**src/rtl/demux_pkg.sv**
```systemverilog
// Shared definitions for the demux select sequencer.
// Channel-pick helpers walk an enable mask in ascending order.
package demux_pkg;

    localparam int NUM_CH = 4;
    localparam int CH_W   = 2;

    typedef enum logic {
        IDLE,
        DWELL
    } state_t;

    typedef struct packed {
        logic            wrap;
        logic [CH_W-1:0] ch;
    } ch_pick_t;

    function automatic logic [CH_W-1:0] first_ch(
        input logic [NUM_CH-1:0] mask
    );
        logic [CH_W-1:0] r;
        r = '0;
        for (int i = NUM_CH - 1; i >= 0; i--) begin
            if (mask[i]) r = CH_W'(i);
        end
        return r;
    endfunction

    // wrap=1 means cur was the highest enabled channel
    function automatic ch_pick_t next_ch(
        input logic [CH_W-1:0]   cur,
        input logic [NUM_CH-1:0] mask
    );
        ch_pick_t r;
        r.wrap = 1'b1;
        r.ch   = first_ch(mask);
        for (int i = NUM_CH - 1; i >= 0; i--) begin
            if (mask[i] && (i > int'(cur))) begin
                r.wrap = 1'b0;
                r.ch   = CH_W'(i);
            end
        end
        return r;
    endfunction

endpackage

```
**src/rtl/demux_select_seq.sv**
```systemverilog
// Sweeps the demux select over enabled channels with a dwell count.
// Forwards a registered copy of din to the demux while sweeping.
module demux_select_seq
    import demux_pkg::*;
#(
    parameter int DWELL_W = 8
) (
    input  logic               clk,
    input  logic               rst,
    input  logic               start,
    input  logic               abort,
    input  logic               mode,
    input  logic [NUM_CH-1:0]  ch_mask,
    input  logic [DWELL_W-1:0] dwell,
    input  logic               din,
    output logic               a,
    output logic [CH_W-1:0]    s,
    output logic               busy,
    output logic               sweep_done,
    output logic               err
);

    state_t              state, state_n;
    logic [DWELL_W-1:0]  cnt, cnt_n;
    logic [DWELL_W-1:0]  rel_q, rel_n;
    logic [NUM_CH-1:0]   mask_q, mask_n;
    logic                mode_q, mode_n;
    logic [CH_W-1:0]     s_n;
    logic                a_n, sd_n, err_n;
    logic [DWELL_W-1:0]  dwell_m1;
    ch_pick_t            pick;

    always_ff @(posedge clk) begin
        if (rst) begin
            state      <= IDLE;
            cnt        <= '0;
            rel_q      <= '0;
            mask_q     <= '0;
            mode_q     <= 1'b0;
            s          <= '0;
            a          <= 1'b0;
            sweep_done <= 1'b0;
            err        <= 1'b0;
        end else begin
            state      <= state_n;
            cnt        <= cnt_n;
            rel_q      <= rel_n;
            mask_q     <= mask_n;
            mode_q     <= mode_n;
            s          <= s_n;
            a          <= a_n;
            sweep_done <= sd_n;
            err        <= err_n;
        end
    end

    assign busy = (state == DWELL);

    // dwell of 0 behaves as 1, so the reload value saturates at 0
    assign dwell_m1 = (dwell == '0) ? '0 : dwell - DWELL_W'(1);
    assign pick     = next_ch(s, mask_q);

    always_comb begin
        state_n = state;
        cnt_n   = cnt;
        rel_n   = rel_q;
        mask_n  = mask_q;
        mode_n  = mode_q;
        s_n     = s;
        a_n     = 1'b0;
        sd_n    = 1'b0;
        err_n   = 1'b0;
        unique case (state)
            IDLE: begin
                s_n = '0;
                if (start && !abort) begin
                    if (ch_mask == '0) begin
                        err_n = 1'b1;
                    end else begin
                        state_n = DWELL;
                        mode_n  = mode;
                        mask_n  = ch_mask;
                        rel_n   = dwell_m1;
                        cnt_n   = dwell_m1;
                        s_n     = first_ch(ch_mask);
                    end
                end
            end
            DWELL: begin
                if (abort) begin
                    state_n = IDLE;
                    cnt_n   = '0;
                    s_n     = '0;
                end else if (cnt != '0) begin
                    cnt_n = cnt - DWELL_W'(1);
                end else begin
                    cnt_n = rel_q;
                    if (!pick.wrap) begin
                        s_n = pick.ch;
                    end else begin
                        sd_n = 1'b1;
                        if (mode_q) begin
                            s_n = pick.ch;
                        end else begin
                            state_n = IDLE;
                            s_n     = '0;
                        end
                    end
                end
            end
            default: state_n = IDLE;
        endcase
        if (state_n == DWELL) a_n = din;
    end

endmodule
```
**config.mk**
```make
export PLATFORM = sky130hd
export DESIGN_NAME = demux_select_seq
export DESIGN_NICKNAME = d
export VERILOG_FILES = /design/src/rtl/demux_pkg.sv /design/src/rtl/demux_select_seq.sv
export SDC_FILE = /design/constraint.sdc
export NUM_CORES = 1
export LEC_CHECK = 0
export CAP_MARGIN = 40
export CORE_UTILIZATION = 53
export DETAILED_ROUTE_END_ITERATION = 16
export GPL_TIMING_DRIVEN = 0
export HOLD_SLACK_MARGIN = 0.12
export PLACE_DENSITY_LB_ADDON = 0.12
export RECOVER_POWER = 25
export SLEW_MARGIN = 30
export SYNTH_ARGS = -nofsm -noshare
export SYNTH_HDL_FRONTEND = slang
export SYNTH_SLANG_ARGS = --single-unit
```
**constraint.sdc**
```tcl
create_clock -name clk -period 2.7 [get_ports clk]
set_input_delay 0.27 -clock clk [delete_from_list [all_inputs] [get_ports clk]]
set_output_delay 0.27 -clock clk [all_outputs]
set_load 0.005 [all_outputs]
```
==> key figures, run 1 <==
STA
  • Final Worst Setup Slack: 423 ps
  • Slew Viols, Final: 0
  • Hold Fails Final Rpt: 0
  • Clock Skews: 11.3 ps
  • Slew @ Worst Pin: 852 ps
  • Slew headroom: 42.8%
  • Fmax: 439 MHz
  • Setup TNS: 0 ps
  • RSZ-0062 raised after global routing: false
  • Min Tclk post-route: 2280 ps
  • Period utilization: 84.3%
  • # setup viols final: 0

Clock network
  • CTS max path bufs: 2
  • CTS Buf Count: 3
  • Root Buffer: clkbuf_4
  • Clock-pin slew on the worst setup and hold paths: 150 ps
  • Post-CTS Resized: 0
  • H-tree depth: 1
  • CTS tree: done
  • Clk sinks: 27
  • Clock Latency Late Sink: 330 ps
  • Cts hold-fix bufs: 0
  • # Post-CTS Setup Buffers: 0

Die
  • Row Count: 19
  • Core region area: 2780 um2
  • I/O pins: 24
  • Starting Density: 56.2%
  • Die X: 56.3 um
  • Die area: 3170 um2
  • Chip height: 56.3 um

GRT
  • Number of global-route vias before repair: 1459
  • Aggregate global-route resource usage: 26.3%
  • Initial antenna violation count: 0
  • Largest net degree at the start of global routing: 15
  • Global route total overflow: 0
  • First-pass GRT wire length: 6620 um

Logic synthesis
  • Number of synthesized flops with an enable pin: 0
  • Ys flop type: dfxtp_1
  • Sequential fraction of the synthesis area: 34.6%
  • Synth area leader: dfxtp_1
  • FF+latch count, synth: 27
  • Synth top cells by count: nor2_1 (29), dfxtp_1 (27), nand2_1 (22), a21oi_1 (15)
  • Total of warnings raised by yosys: 0
  • Mapped Avg Cell Area: 7.78 um2
  • Post-Syn Area: 1560 um2
  • Synth Instances: 201
  • Synth cell types: 45
  • Largest cells by area after synthesis: dfxtp_1 (35%), nor2_1 (7.0%), nand2_1 (5.3%), a21oi_1 (4.8%), a211oi_1 (3.4%)
  • Syn nets: 223
  • Top-count cell post-synth: nor2_1
  • Post-synth top area share: 34.6%
  • FFs w/ async S/R, synth: 0%

Hold path
  • HP Class: in -> reg

Critical path
  • Startpoint types: flop
  • Required @ worst endpoint: 2940 ps
  • Setup crit end kind: flop
  • Critical-path maximum fanout: 10
  • Type of the worst setup path: reg -> reg
  • Crit path DAT: 2510 ps

Place
  • GPL Wtd Cong: 0.837
  • Area after DPL: 1820 um2
  • Post-DP HPWL: 3040 um
  • Port Buffers: 22
  • Dpl ws: 225 ps

Power and ir drop
  • LEAKAGE: 0.705 nW
  • Maximum VDD drop: 0.000302 V
  • Pwr Density: 474 nW/um2
  • Tot Pwr: 0.876 mW

Cells and area
  • # nets final: 250
  • Design Area, Final: 1850 um2
  • Syn-to-layout area delta: 18.2%
  • ANT cells: 0
  • Layout cells sized above 1: 4.41%
  • Fillers: 228

Drt
  • WL/cell: 15.2 um
  • Vias post-DR: 1587
  • Drt initial violations: 60
  • Vias per Instance: 6.15
  • Routed wire length: 3930 um
  • Drt pass-1 iters: 4
  • Routed Antenna Nets: 0
  • DRC viols: 0

Outcome
  • Status: finished clean

Job
  • Max-cap check violation count: 0
[per-stage QoR]
| stage | cells | utilization (%) | hold WS (ps) |
|---|---|---|---|
| floorplan | 201 | - | 348 |
| global placement | 254 | 65.5 | 441 |
| detailed placement | 254 | 65.5 | 456 |
| CTS | 258 | 66.5 | 241 |
| global route | 258 | 66.5 | 240 |
| finish | 258 | 66.5 | 252 |
[area by class of cell]
class	count	area (um2)	area share (%)
Sequential cell	27	541	29.2
Buffer	12	56.3	3.04
Clock buffer	4	26.3	1.42
Tap cell	31	38.8	2.10
Timing Repair Buffer	22	220	11.9
Inverter	9	33.8	1.83
Multi-Input combinational cell	153	933	50.5
[path summary, 6_finish.rpt]
path | from | to | slack [ps] | cells after the start
hold reg to reg | rel_q[0]$_SDFFE_PP0P_ | rel_q[0]$_SDFFE_PP0P_ | 480 | 2
hold / removal | rst | busy$_SDFF_PP0_ | 250 | 2
setup / recovery | cnt[0]$_SDFFE_PP0P_ | a$_SDFF_PP0_ | 420 | 9
setup reg to reg | cnt[0]$_SDFFE_PP0P_ | a$_SDFF_PP0_ | 420 | 9
[power breakdown]
group	switching [mW]	internal [mW]
Combinational	0.136	0.112
Sequential	0.0256	0.423
Clock	0.121	0.0579
[per-layer routing]
layer | track usage, % | share of wire [%] | vias to the layer above
li1 | - | - | 775
met1 | 36.6 | 44 | 733
met2 | 42.9 | 47 | 71
met3 | 2.53 | 7.4 | 8
met4 | 8.71 | 1.6 | 0
met5 | 0 | 0 | -
[worst max-delay path, cell delays in order, from the launching register on]
cell	delay [ps]
dfxtp_1	370
inv_1	90
ha_1	150
or4b_1	420
clkbuf_2	170
or2_1	250
buf_6	150
o41ai_4	330
a21oi_2	90
and2_1	150
[cell families after synthesis]
kind of cell | Yosys count | share of synthesized area (%)
mux | 3 | 1.92
buf+inv | 21 | 5.76
simple gates | 84 | 25.6
flops | 27 | 34.6
compound gates | 56 | 25.6
xor+xnor | 6 | 3.36
fa+ha+maj | 4 | 3.20
[placed cells by master, fill, tap and decap left out, types with 2 or more instances in the layout]
cell and instances:
a211oi_1 7, a21o_1 2, a21oi_1 15, a22oi_1 3, a311oi_1 2, clkbuf_1 8, clkbuf_2 2, clkbuf_4 3
clkdlybuf4s50_1 16, dfxtp_1 27, dlygate4sd3_1 6, ha_1 4, inv_1 9, mux2i_1 3, nand2_1 22, nand2b_1 5
nor2_1 29, nor3_1 9, nor3b_1 2, nor4_1 4, o211ai_1 4, o21ai_0 8, o221ai_1 4, o311a_1 2
o31ai_1 2, or3_1 3, xnor2_1 4, xor2_1 2
[flip-flops by register name, indices dropped and copies added, names as in the netlist]
signal,flops
mask_q,4
mode_q,1
s,2
err,1
busy,1
rel_q,8
a,1
sweep_done,1
cnt,8
(Power assumes the default switching activity.)
==> run 2: changes to the inputs <==
==> constraint.sdc (replaced) <==
create_clock -name clk -period 2.37 [get_ports clk]
set_input_delay 0.237 -clock clk [delete_from_list [all_inputs] [get_ports clk]]
set_output_delay 0.237 -clock clk [all_outputs]
set_load 0.005 [all_outputs]
==> key figures, run 2 (synthesis gave the netlist of run 1 again) <==
Die
  • Chip height: 56.3 um (unchanged)
  • I/O pins: 24 (unchanged)
  • Die area: 3170 um2 (unchanged)
  • Starting Density: 56.2% (unchanged)
  • Core region area: 2780 um2 (unchanged)
  • Row Count: 19 (unchanged)
  • Die X: 56.3 um (unchanged)

STA
  • Period utilization: 94.7% (was 84.3%)
  • # setup viols final: 0 (unchanged)
  • Min Tclk post-route: 2240 ps (was 2280 ps)
  • Slew @ Worst Pin: 854 ps (was 852 ps)
  • Slew headroom: 42.7% (was 42.8%)
  • Slew Viols, Final: 0 (unchanged)
  • Clock Skews: 9.92 ps (was 11.3 ps)
  • Hold Fails Final Rpt: 0 (unchanged)
  • RSZ-0062 raised after global routing: false (unchanged)
  • Fmax: 446 MHz (was 439 MHz)

Cells and area
  • ANT cells: 0 (unchanged)
  • Largest regs: cnt x8, rel_q x8, mask_q x4 (unchanged)
  • Multi-input gate area: 933 um2 (unchanged)
  • Most frequent cells in the layout: nor2_1 (29), dfxtp_1 (26), nand2_1 (22) (was nor2_1 (29), dfxtp_1 (27), nand2_1 (22))
  • Layout cells sized above 1: 4.85% (was 4.41%)
  • Fillers: 228 (unchanged)
  • # nets final: 250 (unchanged)
  • Final core utilization: 66.5% (about the same)
  • Syn-to-layout area delta: 18.3% (was 18.2%)
  • FF+latch area: 542 um2 (was 541 um2)
  • Commonest non-fill, non-tap cell in the layout: nor2_1 (unchanged)

Drt
  • Vias per Instance: 6.11 (was 6.15)
  • Drt pass-1 iters: 4 (unchanged)
  • Drt initial violations: 62 (was 60)
  • DRC viols: 0 (unchanged)
  • Vias post-DR: 1576 (was 1587)
  • Routed Antenna Nets: 0 (unchanged)
  • Routed wire length: 3910 um (was 3930 um)
  • WL/cell: 15.2 um (about the same)

Clock network
  • H-tree depth: 1 (unchanged)
  • CTS max path bufs: 2 (unchanged)
  • CTS Buf Count: 3 (unchanged)
  • Clock-pin slew on the worst setup and hold paths: 150 ps (about the same)
  • Clk sinks: 27 (unchanged)
  • Cts hold-fix bufs: 0 (unchanged)
  • Root Buffer: clkbuf_4 (unchanged)
  • CTS tree: done (unchanged)
  • Clock Latency Late Sink: 330 ps (about the same)

Critical path
  • FF-to-FF End: a$_SDFF_PP0_ (unchanged)
  • Crit path DAT: 2480 ps (was 2510 ps)
  • Required @ worst endpoint: 2610 ps (was 2940 ps)
  • Reg2Reg Depth: 9 (unchanged)
  • Type of the worst setup path: reg -> reg (unchanged)
  • Worst R2R Start: cnt[1]$_SDFFE_PP0P_ (was cnt[0]$_SDFFE_PP0P_)
  • Startpoint types: flop (unchanged)
  • CP Capture Point: a$_SDFF_PP0_ (unchanged)
  • R2R setup slack: 130 ps (was 420 ps)
  • CP Launch Point: cnt[1]$_SDFFE_PP0P_ (was cnt[0]$_SDFFE_PP0P_)
  • Critical-path maximum fanout: 10 (unchanged)
  • Setup crit end kind: flop (unchanged)

Place
  • Port Buffers: 22 (unchanged)
  • GPL Wtd Cong: 0.837 (unchanged)
  • Post-DP HPWL: 3040 um (unchanged)

Power and ir drop
  • LEAKAGE: 0.704 nW (was 0.705 nW)
  • Tot Pwr: 0.997 mW (was 0.876 mW)
  • Pwr Density: 539 nW/um2 (was 474 nW/um2)
  • Maximum VDD drop: 0.000344 V (was 0.000302 V)

Job
  • Max-cap check violation count: 0 (unchanged)

GRT
  • First-pass GRT wire length: 6620 um (unchanged)
  • Global route total overflow: 0 (unchanged)
  • Aggregate global-route resource usage: 26.3% (unchanged)
  • Number of global-route vias before repair: 1459 (unchanged)
  • Initial antenna violation count: 0 (unchanged)
  • Largest net degree at the start of global routing: 15 (unchanged)

Hold path
  • HP Class: in -> reg (unchanged)

Outcome
  • Status: finished clean (unchanged)
## run 2: per-layer routing
metal / track usage (%) / part of all wire [%]
met1: 36.6 / 44
met2: 42.9 / 47
met3: 2.53 / 7.0
met4: 8.71 / 1.6
met5: 0 / 0
## run 2: cell type report
cell class,count,area share (%)
clock buffers,4,1.42
multi-input cells,153,50.4
repair buffers,22,11.9
well taps,31,2.10
flip-flops and latches,27,29.3
inverters,9,1.83
plain buffers,12,3.04
## run 2: worst min-delay path by stage
stage                                startpoint               endpoint  slack (ps)  depth (start not counted)
after detailed placement  rel_q[0]$_SDFFE_PP0P_  rel_q[0]$_SDFFE_PP0P_         460                          2
final                                       rst        busy$_SDFF_PP0_         220                          2
after global routing                        rst        busy$_SDFF_PP0_         210                          2
after global placement    rel_q[0]$_SDFFE_PP0P_  rel_q[0]$_SDFFE_PP0P_         440                          2
after CTS                                   rst        busy$_SDFF_PP0_         210                          2
after floorplan                      ch_mask[2]         err$_SDFF_PP0_         310                          1
## run 2: timing repair
item	4_1_cts	5_1_grt
endpoints found under the hold margin	0	0
setup buffers	0	0
resized for setup	0	2
setup endpoints to repair	0	1
## run 2: power breakdown
part | switching (mW) | internal, mW
Combinational | 0.156 | 0.128
Clock | 0.137 | 0.0660
Sequential | 0.0285 | 0.483
## run 2: critical path, cell delays in order (launching register included)
cell and delay [ps]:
dfxtp_1 360, inv_1 90, ha_1 150, or4b_1 420, buf_2 170, or2_1 240
buf_6 150, o41ai_4 330, a21oi_2 90, and2_1 150
## run 2: per-stage QoR
step / hold slack [ps] / TNS (ps) / std cells / worst slack, ps / cell area [um2]
finish: 218 / 0 / 258 / 125 / 1850
global route: 207 / 0 / 258 / 15.6 / 1850
CTS: 208 / 0 / 258 / 104 / 1850
detailed placement: 456 / -343 / 254 / -72.3 / 1820
global placement: 441 / 0 / 254 / 22.0 / 1820
floorplan: 315 / 0 / 201 / 230 / 1560
==> run 3: changes to the inputs <==
--- a/config.mk
+++ b/config.mk
@@ -5,7 +5,6 @@
 export SDC_FILE = /design/constraint.sdc
 export NUM_CORES = 1
 export LEC_CHECK = 0
-export CAP_MARGIN = 40
 export CORE_UTILIZATION = 53
 export DETAILED_ROUTE_END_ITERATION = 16
 export GPL_TIMING_DRIVEN = 0
==> results of run 3 <==
No change in the layout: final DEF, timing and power equal those of run 2.
